`src/rtl/intc_ext_pkg.sv`:
```
// Shared constants and types for the extended interrupt controller.
// Latency: n/a (declarations only).
// Backpressure: n/a.
package intc_ext_pkg;

    // Per-channel trigger modes, 2 bits each in the MODE register
    localparam logic [1:0] MODE_RISE  = 2'b00;
    localparam logic [1:0] MODE_FALL  = 2'b01;
    localparam logic [1:0] MODE_BOTH  = 2'b10;
    localparam logic [1:0] MODE_LEVEL = 2'b11;

    // CSR offsets relative to BASE_ADDR
    localparam logic [4:0] OFS_ENABLE  = 5'd0;
    localparam logic [4:0] OFS_PENDING = 5'd1;
    localparam logic [4:0] OFS_MODE_LO = 5'd2;
    localparam logic [4:0] OFS_MODE_HI = 5'd3;
    localparam logic [4:0] OFS_RAW     = 5'd4;

    typedef enum logic [1:0] {
        IDLE     = 2'd0,
        ASSERTED = 2'd1,
        GAP      = 2'd2
    } irq_state_t;

endpackage

```
`src/rtl/intc_ext_channel.sv`:
```
// One interrupt channel: input synchroniser, edge/level decode, pending flop.
// Latency: input change before edge E sets pending at edge E+SYNC_STAGES.
// Backpressure: none; a same-cycle event beats a write-1-to-clear.
//
// Ports:
//   clk, rst    clock, synchronous active-high reset
//   in_i        raw interrupt source
//   primed_i    edge detection allowed (level mode ignores it)
//   mode_i      trigger mode (MODE_* from the package)
//   clr_i       write-1-to-clear strobe for this channel
//   s_o         synchronised input level
//   pending_o   latched pending flag
module intc_ext_channel
    import intc_ext_pkg::*;
#(
    parameter int SYNC_STAGES = 2
) (
    input  logic       clk,
    input  logic       rst,
    input  logic       in_i,
    input  logic       primed_i,
    input  logic [1:0] mode_i,
    input  logic       clr_i,
    output logic       s_o,
    output logic       pending_o
);

    logic s;
    logic s_d_q;
    logic evt;
    logic pending_q;
    logic pending_d;

    generate
        if (SYNC_STAGES == 0) begin : g_nosync
            // Source is already in the clk domain
            assign s = in_i;
        end else begin : g_sync
            logic [SYNC_STAGES-1:0] sync_q;
            always_ff @(posedge clk) begin
                if (rst) begin
                    sync_q <= '0;
                end else begin
                    sync_q[0] <= in_i;
                    for (int k = 1; k < SYNC_STAGES; k++) begin
                        sync_q[k] <= sync_q[k-1];
                    end
                end
            end
            assign s = sync_q[SYNC_STAGES-1];
        end
    endgenerate

    // s_d_q follows s regardless of mode, so a MODE change never fakes an edge
    always_ff @(posedge clk) begin
        if (rst) begin
            s_d_q <= 1'b0;
        end else begin
            s_d_q <= s;
        end
    end

    always_comb begin
        evt = 1'b0;
        case (mode_i)
            MODE_RISE: evt = primed_i & s & ~s_d_q;
            MODE_FALL: evt = primed_i & ~s & s_d_q;
            MODE_BOTH: evt = primed_i & (s ^ s_d_q);
            default:   evt = s;  // level-high, never suppressed
        endcase
    end

    // Event is ORed after the clear so it wins in the same cycle
    assign pending_d = (pending_q & ~clr_i) | evt;

    always_ff @(posedge clk) begin
        if (rst) begin
            pending_q <= 1'b0;
        end else begin
            pending_q <= pending_d;
        end
    end

    assign s_o       = s;
    assign pending_o = pending_q;

endmodule

```
`src/rtl/intc_ext.sv`:
```
// Interrupt controller: per-channel triggers, enable mask, W1C pending, re-armed irq.
// Latency: pending at E+SYNC_STAGES after an input change, irq one edge later; csr_do combinational.
// Backpressure: none; single-cycle CSR writes always accepted.
//
// Ports:
//   clk, rst    clock, synchronous active-high reset
//   csr_a       CSR address (5 consecutive addresses from BASE_ADDR)
//   csr_di      CSR write data, csr_we one-cycle write strobe
//   csr_do      CSR read data, 0 outside this block's window
//   int_in      raw interrupt sources, active-high
//   irq         registered interrupt request, active-high
module intc_ext
    import intc_ext_pkg::*;
#(
    parameter logic [4:0]  BASE_ADDR    = 5'h1c,
    parameter int          NUM_INTS     = 8,
    parameter int          SYNC_STAGES  = 2,
    parameter logic [7:0]  DFL_ENABLE   = 8'h00,
    parameter logic [15:0] DFL_MODE     = 16'h0000,
    parameter int          REARM_CYCLES = 4
) (
    input  logic                clk,
    input  logic                rst,
    input  logic [4:0]          csr_a,
    input  logic [7:0]          csr_di,
    input  logic                csr_we,
    output logic [7:0]          csr_do,
    input  logic [NUM_INTS-1:0] int_in,
    output logic                irq
);

    localparam logic [7:0]  CH_MASK    = 8'((9'd1 << NUM_INTS) - 9'd1);
    localparam logic [15:0] MODE_MASK  = 16'((17'd1 << (2 * NUM_INTS)) - 17'd1);
    localparam bit          REARM_EN   = (REARM_CYCLES > 0);
    localparam logic [7:0]  GAP_LOAD   = REARM_EN ? 8'(REARM_CYCLES - 1) : 8'd0;
    // Edge detection waits until the synchroniser holds only post-reset
    // samples and s_d has caught up, so a source already high at reset
    // is not mistaken for a rising edge.
    localparam logic [2:0]  PRIME_CLKS = 3'(SYNC_STAGES + 1);

    logic [4:0]  ofs;
    logic [7:0]  enable_q, enable_d;
    logic [15:0] mode_q, mode_d;
    logic [2:0]  prime_cnt_q;
    logic        primed;
    logic [7:0]  pending;
    logic [7:0]  raw;
    logic [7:0]  clr;
    logic        clr_any;
    logic        active;

    irq_state_t  state_q;
    logic [7:0]  gap_cnt_q;
    logic        irq_q;

    // Window offset; wraps modulo 32 like the bus itself
    assign ofs = csr_a - BASE_ADDR;

    assign clr     = (csr_we && (ofs == OFS_PENDING)) ? (csr_di & CH_MASK) : 8'h00;
    assign clr_any = |clr;
    assign active  = |(pending & enable_q);
    assign primed  = (prime_cnt_q == PRIME_CLKS);

    generate
        for (genvar i = 0; i < 8; i++) begin : g_ch
            if (i < NUM_INTS) begin : g_on
                intc_ext_channel #(
                    .SYNC_STAGES(SYNC_STAGES)
                ) u_channel (
                    .clk      (clk),
                    .rst      (rst),
                    .in_i     (int_in[i]),
                    .primed_i (primed),
                    .mode_i   (mode_q[2*i +: 2]),
                    .clr_i    (clr[i]),
                    .s_o      (raw[i]),
                    .pending_o(pending[i])
                );
            end else begin : g_off
                assign raw[i]     = 1'b0;
                assign pending[i] = 1'b0;
            end
        end
    endgenerate

    always_comb begin
        enable_d = enable_q;
        mode_d   = mode_q;
        if (csr_we) begin
            case (ofs)
                OFS_ENABLE:  enable_d     = csr_di & CH_MASK;
                OFS_MODE_LO: mode_d[7:0]  = csr_di & MODE_MASK[7:0];
                OFS_MODE_HI: mode_d[15:8] = csr_di & MODE_MASK[15:8];
                default: ;
            endcase
        end
    end

    always_ff @(posedge clk) begin
        if (rst) begin
            enable_q    <= DFL_ENABLE & CH_MASK;
            mode_q      <= DFL_MODE & MODE_MASK;
            prime_cnt_q <= 3'd0;
        end else begin
            enable_q <= enable_d;
            mode_q   <= mode_d;
            if (!primed) begin
                prime_cnt_q <= prime_cnt_q + 3'd1;
            end
        end
    end

    always_comb begin
        csr_do = 8'h00;
        case (ofs)
            OFS_ENABLE:  csr_do = enable_q;
            OFS_PENDING: csr_do = pending;
            OFS_MODE_LO: csr_do = mode_q[7:0];
            OFS_MODE_HI: csr_do = mode_q[15:8];
            OFS_RAW:     csr_do = raw;
            default:     csr_do = 8'h00;
        endcase
    end

    // IRQ sequencer. Clearing any cause while asserted forces a low gap so an
    // edge-sensitive consumer sees a fresh edge if other causes remain.
    always_ff @(posedge clk) begin
        if (rst) begin
            state_q   <= IDLE;
            gap_cnt_q <= 8'd0;
            irq_q     <= 1'b0;
        end else begin
            case (state_q)
                IDLE: begin
                    if (active) begin
                        state_q <= ASSERTED;
                        irq_q   <= 1'b1;
                    end
                end
                ASSERTED: begin
                    if (clr_any && REARM_EN) begin
                        state_q   <= GAP;
                        gap_cnt_q <= GAP_LOAD;
                        irq_q     <= 1'b0;
                    end else if (!active) begin
                        state_q <= IDLE;
                        irq_q   <= 1'b0;
                    end
                end
                GAP: begin
                    // IDLE re-evaluates active on the following edge
                    if (gap_cnt_q == 8'd0) begin
                        state_q <= IDLE;
                    end else begin
                        gap_cnt_q <= gap_cnt_q - 8'd1;
                    end
                end
                default: begin
                    state_q <= IDLE;
                    irq_q   <= 1'b0;
                end
            endcase
        end
    end

    assign irq = irq_q;

endmodule
```
`config.mk`:
```
export PLATFORM = sky130hd
export DESIGN_NAME = intc_ext
export DESIGN_NICKNAME = d
export VERILOG_FILES = /design/src/rtl/intc_ext_pkg.sv /design/src/rtl/intc_ext_channel.sv /design/src/rtl/intc_ext.sv
export SDC_FILE = /design/constraint.sdc
export NUM_CORES = 1
export LEC_CHECK = 0
export ABC_AREA = 1
export CAP_MARGIN = 10
export CORE_ASPECT_RATIO = 1.75
export CORE_MARGIN = 2
export CORE_UTILIZATION = 45
export CTS_BUF_LIST = sky130_fd_sc_hd__clkbuf_4
export CTS_CLUSTER_SIZE = 8
export DETAILED_ROUTE_END_ITERATION = 7
export PLACE_DENSITY = 0.71
export RECOVER_POWER = 100
export SLEW_MARGIN = 10
export SYNTH_ARGS = -nofsm -noshare
export SYNTH_HDL_FRONTEND = slang
export SYNTH_SLANG_ARGS = --single-unit
export TNS_END_PERCENT = 100
```
`constraint.sdc`:
```
create_clock -name clk -period 2.8 [get_ports clk]
set_clock_uncertainty 0.15 [all_clocks]
set_input_delay 0.42 -clock clk [delete_from_list [all_inputs] [get_ports clk]]
set_output_delay 0.42 -clock clk [all_outputs]
set_load 0.005 [all_outputs]
```
---- After elaboration in Yosys (flattened, before gate mapping) ----
Index checks and enable logic that the tools add are counted.
cells by class
  reduce and logical (&&, ||, !) cells .... 21
  multiplexer cells ....................... 22
  bitwise logic cells ..................... 90
  $add $sub $neg .......................... 3
  equality and inequality tests ........... 28
operators with widths
  cell                                                  number
  AND 1 bit                                             48
  case mux 8 bit (5 select lines)                       1
  case mux 1 bit (3 select lines)                       9
  NOT 1 bit                                             25
  2-to-1 mux 8 bit                                      3
  equality test 2 x 1 -> 1 bit (second input constant)  9
  equality test 2 bit (second input constant)           9
  logical NOT 2 bit                                     9
  case mux 8 bit (2 select lines)                       1
  OR reduction 8 bit                                    2
  equality test 5 x 2 -> 1 bit (second input constant)  2
  AND reduction 3 bit                                   3
  AND 8 bit                                             1
  logical NOT 8 bit                                     1
  2-to-1 mux 2 bit                                      4
  inequality test 2 bit (second input constant)         4
  bitwise OR 1 bit                                      8
  subtractor 8 x 1 -> 8 bit (second input constant)     1
  XOR 1 bit                                             8
  case mux 2 bit (3 select lines)                       1
  AND reduction 2 bit                                   3
  equality test 5 x 1 -> 1 bit (second input constant)  1
  equality test 5 x 3 -> 1 bit (second input constant)  1
  logical NOT 5 bit                                     1
  other kinds (7)                                       9
storage, ports and cells
  word-level logic and storage cells ...... 195
  register bits after elaboration ......... 70
  bits of input ports ..................... 24
  output and inout port bits .............. 9

---- Longest topological paths before layout ----
Gate-level depths: netlist of run 1.
  depth in word-level cells ............... 7
  mapped depth ............................ 11
  gate-level depth less buffers ........... 10

---- Cells and area by module ----
From an unflattened synthesis of run 1, not the netlist that was laid out.
unflattened totals
  cell total of the unflattened synthesis .. 528
  area total of the unflattened synthesis .. 3474.6 um^2
by module, submodules not included
  module            cells an instance  seq. area each (um^2)  area each (um^2)  instances
  intc_ext          312                760.7                  2093.3            1
  intc_ext_channel  27                 80.1                   172.7             8

---- Worst setup path before layout of run 1 ----
OpenSTA, ideal clock, no wires.
  path kind ............................... input-to-output
  start point ............................. input port csr_a[2]
  end point ............................... output port csr_do[0]
  path buffers ............................ 1
  data required time ...................... 2.230 ns
  path slack .............................. 0.967 ns
  stages .................................. 5
  arrival ................................. 1.263 ns
  path through ............................ nand2_1 -> nor3_2 -> buf_4 -> nand2_1 -> nand4_1
on the way
  word-level cells in the longest chain between the ends .. 3
  elaborated cells between the ends (all ways) .. 7
  classes of those cells .................. add/sub (1); eq/ne (4); mux (1); reduce/logical (1)
ends and longest elaborated chain
  item                                                  RTL line         RTL
  from (decl)                                           intc_ext.sv:24   input logic [4:0] csr_a,
  subtractor 5 bit (*)                                  intc_ext.sv:57   assign ofs = csr_a - BASE_ADDR;
  equality test 5 x 3 -> 1 bit (tied with other cells)  intc_ext.sv:115  case (ofs)
  case mux 8 bit (5 select lines) (*)                   intc_ext.sv:115
  to (decl)                                             intc_ext.sv:27   output logic [7:0] csr_do,
Every way passes the cells marked *; elsewhere a longest branch is shown, timed or not.

---- Worst setup path after layout of run 1 ----
  start point ............................. input port csr_a[0]
  end point ............................... output port csr_do[3]
The elaborated chain is that of the path after synthesis.

==> results of run 1 <==
-- flip-flops by register name, indices dropped and copies added (netlist names) --
register,cells
g_ch.g_on.u_channel.g_sync.sync_q,16
mode_q,16
enable_q,8
g_ch.g_on.u_channel.pending_o,8
g_ch.g_on.u_channel.s_d_q,8
gap_cnt_q,8
prime_cnt_q,3
state_q,2
irq,1
-- path summary, 6_finish.rpt --
check,from,cells after the start,end
min,g_ch[2].g_on.u_channel.g_sync.sync_q[0]$_SDFF_PP0_,2,g_ch[2].g_on.u_channel.g_sync.sync_q[1]$_SDFF_PP0_
max reg2reg,gap_cnt_q[0]$_SDFFE_PP0P_,8,gap_cnt_q[6]$_SDFFE_PP0P_
max,csr_a[0],8,csr_do[3]
min reg2reg,g_ch[2].g_on.u_channel.g_sync.sync_q[0]$_SDFF_PP0_,2,g_ch[2].g_on.u_channel.g_sync.sync_q[1]$_SDFF_PP0_
-- what timing repair did --
item,CTS,global route
endpoints found under the setup margin,1,8
hold buffers,0,0
gates resized for setup,1,6
setup buffers,0,5
pin swaps,0,2
gates cloned,0,0
-- cell type report --
class                      count  share of cell area
clock inverter                 6             0.00748
multi-input combinational    321               0.414
sequential                    70               0.364
timing repair buffer          47               0.122
inverter                      46              0.0449
clock buffer                  10              0.0195
tap                           86              0.0280
-- metrics by stage --
stage          power [mW]  hold WS (ns)  instance area, µm²  cells
6_report             1.76         0.258                3850    586
5_1_grt              1.85         0.270                3850    586
4_1_cts              1.77         0.258                3830    581
3_5_place_dp         1.26         0.244                3720    565
3_3_place_gp         1.25         0.241                3720    565
2_1_floorplan        1.17         0.238                3260    453
-- cell usage after synthesis (4+ instances only) --
cell and instances:
o21ai_0 12, o211ai_1 12, inv_1 43, a31oi_1 7, buf_2 4, nand2_1 98, nand4_1 12, dfxtp_1 70
a22oi_1 8, nor2_1 49, nand3_1 51, clkbuf_1 9, ha_1 4, a21oi_1 48
-- kinds of logic after synthesis --
kind of cell / after synthesis / share of synthesized area
fa+ha+maj: 4 / 0.0154
flops: 70 / 0.430
xor+xnor: 1 / 0.00269
buf+inv: 62 / 0.0787
simple gates: 226 / 0.314
compound gates: 90 / 0.159
-- worst register-to-register path: cells and delay by family (launching register included) --
family | cells | cell delay, ns
buffers and inverters | 1 | 0.11
adders and majority gates | 1 | 0.22
DFF | 1 | 0.35
and+or+nand+nor | 4 | 0.50
AOI/OAI and AO/OA | 2 | 0.45
-- layer usage --
layer,up-vias,wire length [µm],track usage
met5,-,0,0
met4,0,412,0.132
met3,31,338,0.0289
met2,85,4650,0.408
met1,1491,3210,0.236
li1,1609,-,-
-- where the power goes --
part           switching [mW]  internal [mW]
Combinational           0.107         0.0734
Clock                   0.344          0.181
Sequential             0.0220           1.03
Total                   0.473           1.28
==> summary.txt, run 1 <==
Setup path
  – Worst EP arrival: about 2.2 ns
  – WP buf/inv: 5
  – Crit path launch type: primary input
  – Most frequent CP cell: clkdlybuf4s50_1
  – Worst Setup End Kind: output pin
  – Required time of the critical path: 2.23 ns
  – Crit path max fanout: 8
  – CP peak stage delay: 0.51 ns
  – Register-to-register setup slack: 0.85 ns
  – Crit-path slowest cell: clkdlybuf4s50_1
  – Crit-path cells: clkdlybuf4s50_1 > inv_2 > nand3_1 > inv_1 > buf_12 > a22oi_1 > nand4_1 > clkdlybuf4s50_1
  – Critical path class: in -> out
  – Top Family by Delay on Critical Path: buffers and inverters

GRT
  – Antenna violations before repair: 0
  – Vias in the first global route: 2774
  – Grt total ovfl: 0
  – Tot GR Track Use: 0.224
  – Largest net degree at the start of global routing: 34
  – First-pass GRT wire length: 13200 µm

Power
  – Pwr Density: 457 mW/mm²
  – Leakage power: 1.48 nW
  – Worst IR drop on VDD: 288 µV

Finish
  – ANT cells: 0
  – Register area: 0.00140 mm²
  – P&R area growth vs syn: 18.0%
  – Post-route core utilization: 0.540
  – Nets: 523
  – Fillers: 706
  – Most common cell after layout, fill and taps aside: nand2_1
  – Commonest cells after routing, fill and taps aside: 99 x nand2_1, 70 x dfxtp_1, 52 x nand3_1, 50 x nor2_1, 48 x a21oi_1
  – Footprint of the multi-input gates: approximately 0.0016 mm²
  – Proportion of layout cells with a drive suffix above 1: 0.0720

Yosys
  – Share of the synthesized area in the top cell type: 0.430
  – Syn Area/Cell: 7.20 µm²
  – Ys async rst share: 0
  – Seq/Total Area, Yosys: 0.430
  – Most used flip-flop cell after synthesis: dfxtp_1
  – Synth unique cells: 32
  – Top post-synthesis cells by area: dfxtp_1 43%, nand2_1 11%, nand3_1 7.8%, a21oi_1 7.4%, nor2_1 5.6%
  – Post-synth EDFFs: 0
  – Post-synth net total: between 400 and 500
  – Mapped Cells: between 400 and 500
  – YS warnings: 0
  – Synth area leader: dfxtp_1
  – Number of synthesized register bits: 70
  – Mapped Area: 0.00326 mm²

Clock network
  – Htree depth: 3
  – Clock tree buffer depth: 2
  – Clock transition at path regs: 0.10 ns
  – Clk_lat worst skew: 0.42 ns
  – Clk sinks: 70
  – CTS root buf: clkbuf_4
  – TritonCTS clock tree: yes
  – CTS buffer count: 9

Timing
  – Pins Over Slew Limit: 0
  – Final setup fails: 0
  – Final min period: 2.75 ns
  – Final-report hold violation count: 0
  – Fin worst setup slack: around 0.048 ns
  – Setup TNS Final: 0 ns
  – RSZ-0062 raised after global routing: false
  – Relative slew slack: 0.0300
  – Worst Tran Pin Value: 1.45 ns
  – Fin crit share: 0.983
  – Fmax: around 360 MHz

Placement
  – DP HPWL: 6070 µm
  – Pre-CTS setup slack: -0.0230 ns
  – Routability cong.: 0.865
  – Port bufs: 32

Floorplanning
  – Area of the core: 0.00713 mm²
  – Io pins: 33
  – Row cnt: slightly above 40
  – Die width: about 70 µm
  – Initial core utilization: 0.457
  – Die area: between 0.007 and 0.008 mm²
  – Die Y: 117 µm

Run status
  – Status: finished, final reports clean

Route
  – Routed via count: approximately 3200
  – DR pass1 iterations: 5
  – DRC errors left: 0
  – Final ANT Viol Nets: 0
  – DRT Wirelength: 8610 µm
  – Detailed router's first-iteration violation count: between 200 and 250
  – Avg WL per Cell: 14.7 µm
  – Vias/cell: roughly 5.5

Flow run
  – Max-Cap Viols: 0

Hold path
  – Type of the worst min-delay path: reg -> reg
Note: power is estimated with default switching activity, not from simulation.
==> run 2, diff against run 1 <==
Settings changed: HOLD_SLACK_MARGIN from default to 0.03.
==> results of run 2 <==
Final layout, timing and power as in run 1 (identical DEF).
